## config.mk

```make
export PLATFORM = sky130hd
export DESIGN_NAME = cache_slot_allocator
export DESIGN_NICKNAME = d
export VERILOG_FILES = /design/src/rtl/cache_slot_allocator.sv
export SDC_FILE = /design/constraint.sdc
export NUM_CORES = 1
export LEC_CHECK = 0
export ABC_AREA = 0
export BUFFER_PORTS_ARGS = -buffer_cell sky130_fd_sc_hd__buf_2
export CAP_MARGIN = 10
export CORE_ASPECT_RATIO = 0.8
export CORE_MARGIN = 3
export CORE_UTILIZATION = 55
export CTS_CLUSTER_DIAMETER = 80
export DETAILED_ROUTE_END_ITERATION = 7
export PLACE_DENSITY = 0.85
export SLEW_MARGIN = 10
export SYNTH_ARGS = -nofsm -noshare
export SYNTH_HDL_FRONTEND = slang
export SYNTH_SLANG_ARGS = --single-unit
```

## constraint.sdc

```tcl
create_clock -name clk -period 17.6 [get_ports clk]
set_clock_uncertainty 0.05 [all_clocks]
set_input_delay 4.4 -clock clk [delete_from_list [all_inputs] [get_ports clk]]
set_output_delay 4.4 -clock clk [all_outputs]
set_load 0.02 [all_outputs]
```

## src/rtl/cache_slot_allocator.sv

```systemverilog
// Slot allocator for the 32-word shared PE cache: free-bitmask pool, round-robin grants, releases, drain/flush.
// Optional ALLOC_STATS_EN adds peak_used and stall_cnt statistics outputs.
module cache_slot_allocator #(
  parameter int Num_Req       = 4,
  parameter int Slots         = 32,
  parameter int Address_Width = 5
) (
  input  logic                             clk,
  input  logic                             rst_n,
  input  logic [Num_Req-1:0]               req,
  output logic [Num_Req-1:0]               gnt,
  output logic [Address_Width-1:0]         gnt_addr,
  input  logic [Num_Req-1:0]               free_vld,
  input  logic [Num_Req*Address_Width-1:0] free_addr,
  input  logic                             flush_req,
  output logic                             flush_done,
  output logic [Address_Width:0]           free_count,
  output logic                             full,
  output logic                             err
`ifdef ALLOC_STATS_EN
  ,
  output logic [Address_Width:0]           peak_used,
  output logic [15:0]                      stall_cnt
`endif
);

  localparam int RrW = (Num_Req > 1) ? $clog2(Num_Req) : 1;

  typedef enum logic [1:0] {RUN, DRAIN, DONE} state_t;

  state_t                   state, state_nxt;
  logic [Slots-1:0]         free_mask, mask_nxt, rel_seen;
  logic [RrW-1:0]           rr_ptr, win_idx;
  logic                     win_vld, do_grant, dbl_free, found;
  logic [Num_Req-1:0]       eligible, gnt_nxt;
  logic [Address_Width-1:0] low_addr, rel_a;
  logic [Address_Width:0]   cnt_nxt;

  assign full       = (free_count == '0);
  assign flush_done = (state == DONE);

  always_comb begin
    eligible = req & ~gnt;
    win_vld  = 1'b0;
    win_idx  = '0;
    for (int unsigned k = 0; k < int'(Num_Req); k++) begin
      int unsigned j;
      j = (32'(rr_ptr) + k) % Num_Req;
      if (!win_vld && eligible[j]) begin
        win_vld = 1'b1;
        win_idx = RrW'(j);
      end
    end

    found    = 1'b0;
    low_addr = '0;
    for (int unsigned s = 0; s < int'(Slots); s++) begin
      if (!found && free_mask[s]) begin
        found    = 1'b1;
        low_addr = Address_Width'(s);
      end
    end

    do_grant = (state == RUN) && !full && win_vld && found;
    gnt_nxt  = '0;
    if (do_grant) gnt_nxt[win_idx] = 1'b1;

    mask_nxt = free_mask;
    if (do_grant) mask_nxt[low_addr] = 1'b0;

    // A release hitting a slot free before this edge (including the one being granted) or already
    // released by a lower-numbered PE this cycle is a double free; the slot ends up free either way.
    rel_seen = '0;
    dbl_free = 1'b0;
    for (int unsigned i = 0; i < int'(Num_Req); i++) begin
      rel_a = free_addr[i*Address_Width +: Address_Width];
      if (free_vld[i]) begin
        if (free_mask[rel_a] || rel_seen[rel_a]) dbl_free = 1'b1;
        rel_seen[rel_a] = 1'b1;
      end
    end
    mask_nxt = mask_nxt | rel_seen;

    cnt_nxt = '0;
    for (int unsigned s = 0; s < int'(Slots); s++) begin
      cnt_nxt = cnt_nxt + (Address_Width+1)'(mask_nxt[s]);
    end

    state_nxt = state;
    case (state)
      RUN:     if (flush_req) state_nxt = DRAIN;
      DRAIN:   if (free_count == (Address_Width+1)'(Slots)) state_nxt = DONE;
      DONE:    state_nxt = RUN;
      default: state_nxt = RUN;
    endcase
  end

  always_ff @(posedge clk or negedge rst_n) begin
    if (!rst_n) begin
      state      <= RUN;
      free_mask  <= '1;
      free_count <= (Address_Width+1)'(Slots);
      gnt        <= '0;
      gnt_addr   <= '0;
      rr_ptr     <= '0;
      err        <= 1'b0;
    end else begin
      state      <= state_nxt;
      free_mask  <= mask_nxt;
      free_count <= cnt_nxt;
      gnt        <= gnt_nxt;
      if (dbl_free) err <= 1'b1;
      if (do_grant) begin
        gnt_addr <= low_addr;
        rr_ptr   <= (32'(win_idx) == Num_Req - 1) ? '0 : win_idx + 1'b1;
      end
      if (state == DONE) rr_ptr <= '0;
    end
  end

`ifdef ALLOC_STATS_EN
  logic [Address_Width:0] used_nxt;
  assign used_nxt = (Address_Width+1)'(Slots) - cnt_nxt;

  always_ff @(posedge clk or negedge rst_n) begin
    if (!rst_n) begin
      peak_used <= '0;
      stall_cnt <= '0;
    end else if (state == DONE) begin
      peak_used <= '0;
      stall_cnt <= '0;
    end else begin
      if (used_nxt > peak_used) peak_used <= used_nxt;
      if ((state == RUN) && full && (|req) && (stall_cnt != '1)) stall_cnt <= stall_cnt + 1'b1;
    end
  end
`endif

endmodule

```

Word-level counts from Yosys, hierarchy flattened
Memory sizes are Yosys's and may differ from the RTL's.
Index checks and enable logic that the tools add are counted.
- register bits: 52
- logic and storage cells: 285
- ROM bits: 32
- memories kept: 1
- memories (name ; depth ; width ; read ports ; clocked after Yosys merged registers in ; wr ports ; RTL line ; RTL):
    (name not given) ; 32 ; 1 ; 1 ; 0 ; 0 ; 78 ; if (free_mask[rel_a] || rel_seen[rel_a]) dbl_free = 1'b1;
- order comparisons: 16
- bitwise gates (word level): 8
- muxes and demuxes: 126
- equal/unequal tests: 6
- reduce and logical (&&, ||, !) cells: 86
- add/sub/neg operators: 35
- operators with widths (operator ; count):
    2-to-1 mux 32 bit ; 5
    adder 6 x 1 -> 6 bit ; 26
    2-to-1 mux 5 bit ; 30
    bitwise OR 32 bit ; 4
    2-to-1 mux 1 bit ; 63
    logical AND 1 bit ; 43
    binary-select mux 1 bit (select 5 bit) ; 7
    zero test 1 bit ; 35
    bitwise AND 32 bit ; 1
    NOT 32 bit ; 1
    less-than comparator 5 x 6 -> 1 bit, second input constant ; 5
    demux 1 bit (select 5 bit) ; 5
    >= comparator 5 x 1 -> 1 bit, second input constant ; 5
    2-to-1 mux 2 bit ; 9
    less-than comparator 2 x 3 -> 1 bit, second input constant ; 5
    binary-select mux 1 bit (select 2 bit) ; 4
    adder 5 x 1 -> 6 bit ; 1
    == test 6 bit, second input constant ; 1
    zero test 6 bit ; 1
    adder 4 x 1 -> 5 bit ; 1
    adder 2 x 1 -> 2 bit, second input constant ; 2
    adder 2 bit, second input constant ; 2
    adder 3 x 1 -> 4 bit ; 1
    bitwise AND 4 bit ; 1
    14 further kinds ; 19

Logic depth before layout (Yosys ltp)
Gate-level depths: netlist of the first run.
- depth in word-level cells: 133
- depth in mapped cells: 25
- mapped depth without buffers: 22

Worst setup path after synthesis of the first run
OpenSTA, ideal clock, no wires.
- kind: input -> register
- from: input port req[1]
- to: register free_count[4]
- path buffers: 1
- arrival: 10.338 ns
- stages: 23
- setup slack: 7.132 ns
- data required time: 17.470 ns
- path through: nor2b_1 nor4_1 nor4_1 o41ai_4 a211oi_4 nand3b_4 buf_4 a21o_1 fa_1 inv_1 fa_1 inv_1 fa_1 inv_1 fa_1 fa_1 fa_1 inv_1 ha_1 fa_1 a21o_1 a21oi_1 xnor2_1
- elaborated cells between the ends (all ways): 54
- classes of those cells: 31 x add/sub; 13 x mux; 2 x bitwise; 8 x reduce/logical
- RTL lines (what ; RTL line ; RTL):
    from (decl) ; 10 ; input logic [Num_Req-1:0] req,
    bitwise AND 4 bit * ; 43 ; eligible = req & ~gnt;
    binary-select mux 1 bit (select 2 bit) ; 49 ; if (!win_vld && eligible[j]) begin
    2-to-1 mux 1 bit (implied by the code) ; 49 ;
    2-to-1 mux 1 bit ; 49 ;
    zero test 1 bit ; 49 ;
    logical AND 1 bit ; 49 ;
    2-to-1 mux 1 bit ; 49 ;
    zero test 1 bit ; 49 ;
    [3 not listed] ; - ;
    logical AND 1 bit ; 49 ;
    2-to-1 mux 1 bit * ; 49 ;
    logical AND 1 bit * (2 in a row) ; 64 ; do_grant = (state == RUN) && !full && win_vld && found;
    2-to-1 mux 32 bit * ; 69 ; if (do_grant) mask_nxt[low_addr] = 1'b0;
    bitwise OR 32 bit * ; 82 ; mask_nxt = mask_nxt | rel_seen;
    named net mask_nxt[25] ; 32 ; logic [Slots-1:0] free_mask, mask_nxt, rel_seen;
    adder 6 x 1 -> 6 bit * (7 in a row) ; 86 ; cnt_nxt = cnt_nxt + (Address_Width+1)'(mask_nxt[s]);
    named net cnt_nxt[4] ; 37 ; logic [Address_Width:0] cnt_nxt;
    to (signal assigned) ; 102 ; free_count <= (Address_Width+1)'(Slots);
    to (signal assigned) ; 110 ; free_count <= cnt_nxt;
    to (decl) ; 17 ; output logic [Address_Width:0] free_count,
The timed path passes the listed nets; every way through them passes the cells marked *. The select of a mux whose other input is x is not followed.
A chain may end at the register's enable or synchronous reset.

Worst setup path after layout of the first run
- from: input port req[1]
- to: register free_count[4]
- longest elaborated chain between the ends: 48
- elaborated cells between the ends (all ways): 54
- classes of those cells: 31 x add/sub; 13 x mux; 2 x bitwise; 8 x reduce/logical
- ends and longest elaborated chain (what ; RTL line):
    bitwise AND 4 bit * ; 43
    binary-select mux 1 bit (select 2 bit) ; 49
    2-to-1 mux 1 bit (implied by the code) ; 49
    2-to-1 mux 1 bit ; 49
    zero test 1 bit ; 49
    logical AND 1 bit ; 49
    2-to-1 mux 1 bit ; 49
    zero test 1 bit ; 49
    [9 not listed] ; -
    adder 1 x 1 -> 2 bit ; 86
    adder 2 x 1 -> 3 bit ; 86
    adder 3 x 1 -> 4 bit ; 86
    adder 4 x 1 -> 5 bit ; 86
    adder 5 x 1 -> 6 bit ; 86
    adder 6 x 1 -> 6 bit (25 in a row) ; 86
    adder 6 x 1 -> 6 bit * ; 86
    named net cnt_nxt[4] ; 37
Marks and branches as above.

==> results.ini, run 1 <==
[cts]
cts_buffer_depth = 2
cts.sinks = 52
cts_resized = 0
cts_setup_buffers = 0
cts_hold_buf = 0
clk_latency_ps = 300
clkSlewWorstSetupHoldPaths_ps = 70
cts_tree = yes
cts_buffers = 5
htree_levels = 2
cts_root_buffer = clkbuf_16

[synth]
synth_compound_area_share_pct = 26.9
synth-seq-cells = 52
yosys.area_share.simple_pct = 24.6
synth_mux_area_share_pct = 11.4
yosysSeqAreaShare_pct = 20.2
netlist.area_leader.share_pct = 13.0
synthAdderAreaFrac_pct = 9.30
syn-cell-area_sq_um = 6650
synth_fp_nets = 835
yosysWarnings = 0
synth_top_cell_by_area = dfstp_2
async_flop_share_pct = 100
avgSynthCellArea_sq_um = 8.65
yosys-top-cells-area = dfstp_2 (13%), fa_1 (7.2%), dfrtp_1 (7.2%), mux4_2 (7.1%), mux2i_1 (3.8%)
synth_edf_count = 0
synth_top_family_by_area = compound AO/OA/AOI/OAI gates
synthFlopType = dfstp_2
yosysUniqueCellTypes = 81
syn-instance-count = 769
synthXorXnorAreaFrac_pct = 0.790

[global_routing]
grt_util_met3_pct = 16.1
met2_usage_pct = 52.8
grt-busiest-layer = met1
antenna_found_initial = 0
grt_pass1_wl_microns = 40100
overflow = 0
grt_util_all_layers_pct = 39.0
grt_pass1_vias = 6813
met1_usage_pct = 55.2
grt_max_degree = 53

[final_layout]
diodes = 0
nFillCells = 989
final_cells = 909
final_cell_mix = nand2_1 (51), buf_2 (48), nor2_1 (47)
final_core_util_pct = 60.3
area_growth_pct = 5.59
finalNetCount = 826
final_layout_size_suffix_gt1_share_pct = 19.2
final_common_cell = nand2_1

[routing]
num_vias = 7122
wl_microns = 26400
drt_pass1_iterations = 8
via_per_inst = 7.83
wire_per_inst_microns = 29.0
ant_nets = 0
drtIter0Drc = 1336
drc = 2

[setup_path]
reg2reg_setup_slack_ps = 9910
crit_type = in2reg
regToRegStartpoint = free_mask[0]$_DFF_PN1_
r2r_cells = 20
arrival_ps = 11130
start_kind = input pin
cp.required_ps = 17770
reg2reg_to = free_count[4]$_DFF_PN0_
crit_fanout = 13
critPathCaptureType = flip-flop

[placed_design]
dp_slack_ps = 6400
portBuffers = 48
place_congestion = 1.06
dpl.hpwl_microns = 19700
place_inst = 901

[timing]
fin_ws_ps = 6640
slew_viol_final = 0
max_freq_mhz = 91.2
tightest_slew_ps = 1050
hold_viol_final = 0
period_share_pct = 62.3
fin_tns_setup_ps = 0
setup_viol = 0
slew_headroom_pct = 30.1
min_period_ps = 10960
rsz0062_at_grt = false

[floorplan]
rows = 35
die_y_microns = 104
dieArea_sq_um = 13500
start_util_pct = 57.1
ios = 49
core_region_area_sq_um = 11600
die_w_microns = 129

[min_path]
hold_path_class = reg2reg
min_path_cells = 1
holdPathEnd = state[0]$_DFFE_PN0P_
holdCritStartpoint = state[1]$_DFFE_PN0P_

[outcome]
outcome = finished, violations left
violations = design-rule violations

[flow_run]
drv_cap = 0

[pwr]
ir_worst_vdd_mv = 0.102
powerDensity_nw_per_um2 = 96.2
p_leak_nw = 2.72

kinds of logic (layout without fill, tap and decap cells):
family,count (synthesis),count (layout)
xor gates and xnor gates,6,6
buffers and inverters,114,106
muxes,49,49
and+or+nand+nor,281,281
DFF,52,52
AOI/OAI and AO/OA,232,232
adders and majority gates,35,35
cells in the mapped netlist, drive strengths merged, types with 7 or more instances:
| library cell | instances |
|---|---|
| or3 | 7 |
| a21o | 11 |
| dfstp | 33 |
| nand3b | 16 |
| and3 | 14 |
| a221o | 17 |
| nor4 | 10 |
| inv | 38 |
| nand4 | 8 |
| mux2i | 25 |
| buf | 18 |
| o22ai | 16 |
| clkbuf | 57 |
| nand3 | 34 |
| a211oi | 10 |
| and2 | 13 |
| nor3 | 14 |
| fa | 24 |
| a22oi | 21 |
| a222oi | 13 |
| a21oi | 26 |
| and3b | 17 |
| mux4 | 21 |
| nor2 | 47 |
| nor3b | 18 |
| dfrtp | 19 |
| o221ai | 7 |
| o21ai | 31 |
| a221oi | 16 |
| ha | 11 |
| nor2b | 14 |
| nand2 | 51 |
| o31ai | 9 |
cell type report:
cell class	count	area (sq um)	area share [%]
Multi-Input combinational cell	603	4860	69.2
Sequential cell	52	1340	19.1
Timing Repair Buffer	59	323	4.60
Tap cell	148	185	2.64
Inverter	39	146	2.09
Clock buffer	5	125	1.78
Clock inverter	3	42.5	0.606
report_power, final:
| part | switching, mW | internal (mW) |
|---|---|---|
| registers | 0.0391 | 0.156 |
| clock network | 0.0472 | 0.0670 |
| logic | 0.206 | 0.160 |
flip-flops by register name, summed over array words and instances, names as in the netlist:
signal	cells
state	2
gnt	4
free_count	6
gnt_addr	5
free_mask	32
rr_ptr	2
err	1
per-layer routing:
layer	up-vias	part of all wire, %
met5	-	0
met4	0	4.7
met3	113	17
met2	664	40
met1	3381	38
li1	2964	-
critical path, cell delays in order:
cell     delay [ps]
buf_2            70
nor2b_1         280
nor4_1          150
nor4_1          550
o41a_1          570
o21ai_2         290
o31ai_1         410
and3_1          260
fa_1            420
fa_1            540
inv_1            60
fa_1            480
inv_1            50
fa_1            470
fa_1            500
fa_1            490
inv_1            40
ha_1            200
fa_1            410
a21o_1          200
a21oi_1         180
xnor2_1         130
how the worst max path moves through the flow:
stage                       from                       to  slack [ps]  cells past startpoint
after floorplan           req[1]  free_count[4]$_DFF_PN0_        7130                     23
after global placement    req[1]  free_count[4]$_DFF_PN0_        6760                     20
after detailed placement  req[1]  free_count[4]$_DFF_PN0_        6400                     20
after CTS                 req[1]  free_count[4]$_DFF_PN0_        6640                     20
after global routing      req[1]  free_count[4]$_DFF_PN0_        6220                     23
final                     req[1]  free_count[4]$_DFF_PN0_        6640                     22
per-stage QoR:
| step | cell area [sq um] | hold slack (ps) | total power [mW] |
|---|---|---|---|
| floorplan | 6650 | 382 | 0.461 |
| global placement | 6850 | 423 | 0.539 |
| detailed placement | 6850 | 422 | 0.558 |
| CTS | 7020 | 436 | 0.673 |
| global route | 7020 | 479 | 0.730 |
| finish | 7020 | 436 | 0.676 |
Note: power is estimated with default switching activity, not from simulation.
==> inputs of run 2 (changes only) <==
--- a/config.mk
+++ b/config.mk
@@ -13,7 +13,7 @@
 export CORE_UTILIZATION = 55
 export CTS_CLUSTER_DIAMETER = 80
 export DETAILED_ROUTE_END_ITERATION = 7
-export PLACE_DENSITY = 0.85
+export PLACE_DENSITY = 0.88
 export SLEW_MARGIN = 10
 export SYNTH_ARGS = -nofsm -noshare
 export SYNTH_HDL_FRONTEND = slang
==> constraint.sdc (replaced) <==
create_clock -name clk -period 9.3 [get_ports clk]
set_clock_uncertainty 0.05 [all_clocks]
set_input_delay 2.325 -clock clk [delete_from_list [all_inputs] [get_ports clk]]
set_output_delay 2.325 -clock clk [all_outputs]
set_load 0.02 [all_outputs]
==> results.ini, run 2 (synthesis results as in run 1) <==
[routing]
num_vias = 7105  ; was 7122
ant_nets = 0  ; unchanged
drt_pass1_iterations = 8  ; unchanged
drtIter0Drc = 1542  ; was 1336
drc = 42  ; was 2
wl_microns = 25400  ; was 26400 microns
via_per_inst = 7.76  ; was 7.83
wire_per_inst_microns = 27.7  ; was 29.0 microns

[floorplan]
start_util_pct = 57.1  ; unchanged
die_y_microns = 104  ; unchanged
dieArea_sq_um = 13500  ; unchanged
core_region_area_sq_um = 11600  ; unchanged
ios = 49  ; unchanged
rows = 35  ; unchanged
die_w_microns = 129  ; unchanged

[timing]
slew_headroom_pct = 16.5  ; was 30.1%
period_share_pct = 93.7
hold_viol_final = 0  ; unchanged
setup_viol = 0  ; unchanged
slew_viol_final = 0  ; unchanged
max_freq_mhz = 115
fin_tns_setup_ps = 0  ; unchanged
rsz0062_at_grt = false  ; unchanged
min_period_ps = 8720
tightest_slew_ps = 1240  ; was 1050 ps

[cts]
cts_buffers = 5  ; unchanged
clk_latency_ps = 310  ; was 300 ps
cts.sinks = 52  ; unchanged
htree_levels = 2  ; unchanged
clkSlewWorstSetupHoldPaths_ps = 70  ; about the same
cts_hold_buf = 0  ; unchanged
cts_resized = 0  ; unchanged
cts_root_buffer = clkbuf_16  ; unchanged
cts_buffer_depth = 2  ; unchanged
cts_setup_buffers = 0  ; unchanged
cts_tree = yes  ; unchanged

[placed_design]
dpl.hpwl_microns = 18800  ; was 19700 microns
place_congestion = 1.06  ; about the same
portBuffers = 48  ; unchanged
place_inst = 908  ; was 901

[pwr]
power.internal_mw = 0.701  ; was 0.383 mW
p_clk_share_pct = 15.2  ; was 16.9%
p_comb_share_pct = 55.3  ; was 54.3%
seqPwrFrac_pct = 29.5  ; was 28.8%
switching_share_pct = 44.2  ; was 43.3%
p_switching_mw = 0.556  ; was 0.293 mW
finalPower_mw = 1.26  ; was 0.676 mW
powerDensity_nw_per_um2 = 178  ; was 96.2 nW/um^2
p_leak_nw = 2.75  ; was 2.72 nW
ir_worst_vdd_mv = 0.248  ; was 0.102 mV

[setup_path]
cp.required_ps = 9460  ; was 17770 ps
start_kind = input pin  ; unchanged
crit_fanout = 15  ; was 13
critPathCaptureType = flip-flop  ; unchanged
arrival_ps = 8870  ; was 11130 ps
crit_type = in2reg  ; unchanged

[final_layout]
diodes = 0  ; unchanged
area_growth_pct = 6.06  ; was 5.59%
largest_reg_flops = 32  ; unchanged
final_layout_size_suffix_gt1_share_pct = 20.1  ; was 19.2%
final_cells = 916  ; was 909
final_common_cell = nand2_1  ; unchanged
finalNetCount = 833  ; was 826
final_cell_mix = nand2_1 (51), buf_2 (48), nor2_1 (47)  ; unchanged
largest-register = free_mask  ; unchanged
reg_top3 = free_mask (32), free_count (6), gnt_addr (5)  ; unchanged

[flow_run]
drv_cap = 0  ; unchanged

[outcome]
outcome = finished, violations left  ; unchanged
violations = design-rule violations  ; unchanged

[global_routing]
grt_util_all_layers_pct = 37.6  ; was 39.0%
grt_pass1_vias = 6793  ; was 6813
grt_pass1_wl_microns = 39100  ; was 40100 microns
grt_max_degree = 53  ; unchanged
antenna_found_initial = 0  ; unchanged
overflow = 0  ; unchanged

[min_path]
hold_path_class = reg2reg  ; unchanged

==> run 2: cell types whose count changed in the layout (fill, tap and decap cells not counted) <==
cell	previous run	this run
clkinv_2	0	1
inv_6	0	1
bufinv_16	1	0
buf_4	11	18
clkinv_4	1	0
clkinvlp_4	0	1
clkinv_1	2	1
==> run 2: path summary, 6_finish.rpt <==
kind                                    startpoint                       to  slack, ps  cells after the start
max                                         req[1]  free_count[4]$_DFF_PN0_        580                     21
min                        gnt_addr[0]$_DFFE_PN0N_  gnt_addr[0]$_DFFE_PN0N_        450                      2
max reg2reg                 free_mask[5]$_DFF_PN1_  free_count[4]$_DFF_PN0_       1780                     20
min reg2reg                gnt_addr[0]$_DFFE_PN0N_  gnt_addr[0]$_DFFE_PN0N_        450                      2
max in group asynchronous                    rst_n  gnt_addr[1]$_DFFE_PN0N_       6660                      2
min in group asynchronous                    rst_n  free_count[0]$_DFF_PN0_       2110                      2
==> run 2: layer usage <==
metal	track usage, %	vias up	part of all wire (%)
met5	2.75	-	0.18
li1	-	2983	-
met4	11.2	2	4.2
met3	17.2	129	18
met2	50.1	680	40
met1	54.2	3311	38
==> run 2: power by group through the flow <==
| stage | Combinational (mW) | Clock [mW] | Sequential, mW |
|---|---|---|---|
| 6_report | 0.695 | 0.191 | 0.370 |
| 5_1_grt | 0.782 | 0.204 | 0.374 |
| 4_1_cts | 0.693 | 0.194 | 0.365 |
| 3_5_place_dp | 0.687 | 0 | 0.368 |
| 3_3_place_gp | 0.658 | 0 | 0.367 |
| 2_1_floorplan | 0.519 | 0 | 0.354 |
==> run 2: worst max-delay path: stages <==
cell and delay [ps]:
buf_2 70, nor2b_1 280, nor4_1 140, nor4_1 580
o41ai_4 260, a211oi_4 210, buf_4 210, nand3b_4 210
a2111oi_2 470, fa_1 490, fa_1 520, fa_1 440
fa_1 540, fa_1 430, fa_1 490, inv_1 40
ha_1 200, fa_1 400, a21o_1 190, a21oi_1 200
xnor2_1 180
==> run 2: metrics by stage <==
stage	setup slack [ps]	util [%]	hold WS (ps)	cell area, sq um
5_1_grt	106	60.5	480	7050
4_1_cts	575	60.5	450	7050
3_5_place_dp	271	59.3	434	6910
6_report	585	60.5	448	7050
2_1_floorplan	907	-	382	6650
3_3_place_gp	622	59.3	433	6910
==> run 2: cell type report <==
cell class / count / area, sq um
multi-input combinational: 603 / 4860
fill: 1014 / 4600
sequential: 52 / 1340
timing repair buffer: 66 / 375
tap: 148 / 185
inverter: 39 / 146
clock buffer: 5 / 125
clock inverter: 3 / 21.3
==> inputs of run 3 (changes only) <==
--- a/config.mk
+++ b/config.mk
@@ -6,14 +6,14 @@
 export NUM_CORES = 1
 export LEC_CHECK = 0
 export ABC_AREA = 0
-export BUFFER_PORTS_ARGS = -buffer_cell sky130_fd_sc_hd__buf_2
 export CAP_MARGIN = 10
 export CORE_ASPECT_RATIO = 0.8
 export CORE_MARGIN = 3
 export CORE_UTILIZATION = 55
 export CTS_CLUSTER_DIAMETER = 80
 export DETAILED_ROUTE_END_ITERATION = 7
-export PLACE_DENSITY = 0.88
+export DONT_BUFFER_PORTS = 1
+export PLACE_DENSITY = 0.84
 export SLEW_MARGIN = 10
 export SYNTH_ARGS = -nofsm -noshare
 export SYNTH_HDL_FRONTEND = slang
==> results.ini, run 3 (synthesis results as in run 1) <==
[timing]
rsz0062_at_grt = false  ; unchanged
slew_viol_final = 0  ; unchanged
slew_headroom_pct = 39.6  ; was 16.5%
period_share_pct = 94.6  ; was 93.7%
min_period_ps = 8800  ; was 8720 ps
fin_tns_setup_ps = 0  ; unchanged
tightest_slew_ps = 900  ; was 1240 ps
setup_viol = 0  ; unchanged
max_freq_mhz = 114  ; was 115 MHz
hold_viol_final = 0  ; unchanged
whs_ps = 477  ; was 448 ps

[final_layout]
diodes = 0  ; unchanged
area_growth_pct = 2.35  ; was 6.06%
final_cell_mix = nand2_1 (51), nor2_1 (47), inv_1 (37)  ; was nand2_1 (51), buf_2 (48), nor2_1 (47)
final_layout_size_suffix_gt1_share_pct = 14.1  ; was 20.1%
final_common_cell = nand2_1  ; unchanged
finalNetCount = 782  ; was 833
largest-register = free_mask  ; unchanged
final_cells = 865  ; was 916
final_core_util_pct = 58.4  ; was 60.5%
largest_reg_flops = 32  ; unchanged
reg_top3 = free_mask (32), free_count (6), gnt_addr (5)  ; unchanged

[routing]
wire_per_inst_microns = 30.5  ; was 27.7 microns
via_per_inst = 8.02  ; was 7.76
wl_microns = 26400  ; was 25400 microns
drtIter0Drc = 1488  ; was 1542
ant_nets = 0  ; unchanged
drt_pass1_iterations = 8  ; unchanged
drc = 0  ; was 42
num_vias = 6938  ; was 7105

[cts]
clk_latency_ps = 300  ; was 310 ps
cts_setup_buffers = 0  ; unchanged
clkSlewWorstSetupHoldPaths_ps = 70  ; about the same
cts_tree = yes  ; unchanged
htree_levels = 2  ; unchanged
cts_buffers = 5  ; unchanged
cts_buffer_depth = 2  ; unchanged
cts_hold_buf = 0  ; unchanged
cts.sinks = 52  ; unchanged
cts_root_buffer = clkbuf_16  ; unchanged
cts_resized = 0  ; unchanged

[placed_design]
portBuffers = 0  ; was 48
place_congestion = 1.05  ; was 1.06
dpl.hpwl_microns = 19700  ; was 18800 microns
place_inst = 857  ; was 908

[setup_path]
crit_slowest_cell = nor4_1  ; unchanged
start_kind = input pin  ; unchanged
cp.required_ps = 9470  ; was 9460 ps
arrival_ps = 8970  ; was 8870 ps
crit_family = adder cells  ; unchanged
slowest_delay_ps = 600  ; was 580 ps
cp_num_cells = 21  ; unchanged
path_cells = nor2b_1, nor4_1, nor4_1, o41a_1, o21ai_2, o31ai_1, and3_1, fa_1, inv_1, fa_1, inv_1, fa_1, fa_1, fa_1, fa_1, inv_1, ha_1, fa_1, a21o_1, a21oi_1, xnor2_1  ; was buf_2, nor2b_1, nor4_1, nor4_1, o41ai_4, a211oi_4, buf_4, nand3b_4, a2111oi_2, fa_1, fa_1, fa_1, fa_1, fa_1, fa_1, inv_1, ha_1, fa_1, a21o_1, a21oi_1, xnor2_1
crit_type = in2reg  ; unchanged
r2r_cells = 21  ; was 20
critPathCaptureType = flip-flop  ; unchanged
crit_fanout = 13  ; was 15
critPathBufInv = 3  ; unchanged
cp_common_cell = fa_1  ; unchanged

[floorplan]
dieArea_sq_um = 13500  ; unchanged
start_util_pct = 57.1  ; unchanged
ios = 49  ; unchanged
die_y_microns = 104  ; unchanged
die_w_microns = 129  ; unchanged
core_region_area_sq_um = 11600  ; unchanged
rows = 35  ; unchanged

[pwr]
p_leak_nw = 2.54  ; was 2.75 nW
ir_worst_vdd_mv = 0.220  ; was 0.248 mV
finalPower_mw = 1.24  ; was 1.26 mW
powerDensity_nw_per_um2 = 183  ; was 178 nW/um^2

[flow_run]
drv_cap = 0  ; unchanged

[global_routing]
antenna_found_initial = 0  ; unchanged
grt_pass1_vias = 6714  ; was 6793
grt_util_all_layers_pct = 39.3  ; was 37.6%
grt_pass1_wl_microns = 40500  ; was 39100 microns
grt_max_degree = 53  ; unchanged
overflow = 0  ; unchanged

[min_path]
hold_path_class = reg2reg  ; unchanged
min_path_cells = 1  ; was 2

[outcome]
outcome = completed  ; was finished, violations left

## run 3: final timing paths
| check | to | slack [ps] | start |
|---|---|---|---|
| max reg2reg | free_count[4]$_DFF_PN0_ | 1700 | free_mask[3]$_DFF_PN1_ |
| max in group asynchronous | free_mask[31]$_DFF_PN1_ | 7340 | rst_n |
| min in group asynchronous | free_count[4]$_DFF_PN0_ | 1670 | rst_n |
| min reg2reg | state[0]$_DFFE_PN0P_ | 480 | state[1]$_DFFE_PN0P_ |
| min | state[0]$_DFFE_PN0P_ | 480 | state[1]$_DFFE_PN0P_ |
| max | free_count[4]$_DFF_PN0_ | 500 | req[1] |
## run 3: metal layers
metal	global-route usage, %	vias to the layer above	part of all wire (%)
met5	0	-	0.21
met4	10.0	2	3.5
met3	15.7	116	17
met2	54.1	622	41
met1	57.2	3323	38
li1	-	2875	-
## run 3: stage by stage
step           setup WS, ps  cell area (sq um)
2_1_floorplan           907               6650
3_3_place_gp            663               6640
3_5_place_dp            296               6640
4_1_cts                 573               6810
5_1_grt                46.2               6810
6_report                503               6810
## run 3: cell type report
cell class,instances,area [sq um]
Tap cell,148,185
Inverter,39,146
Sequential cell,52,1340
Clock inverter,1,30.0
Multi-Input combinational cell,603,4860
Fill cell,993,4840
Timing Repair Buffer,15,113
Clock buffer,7,133
## run 3: report_power, final
group | internal, mW | switching (mW) | leakage, nW
combinational | 0.292 | 0.330 | 1.88
sequential | 0.295 | 0.113 | 0.580
clock | 0.128 | 0.0877 | 0.0781
total | 0.714 | 0.531 | 2.54
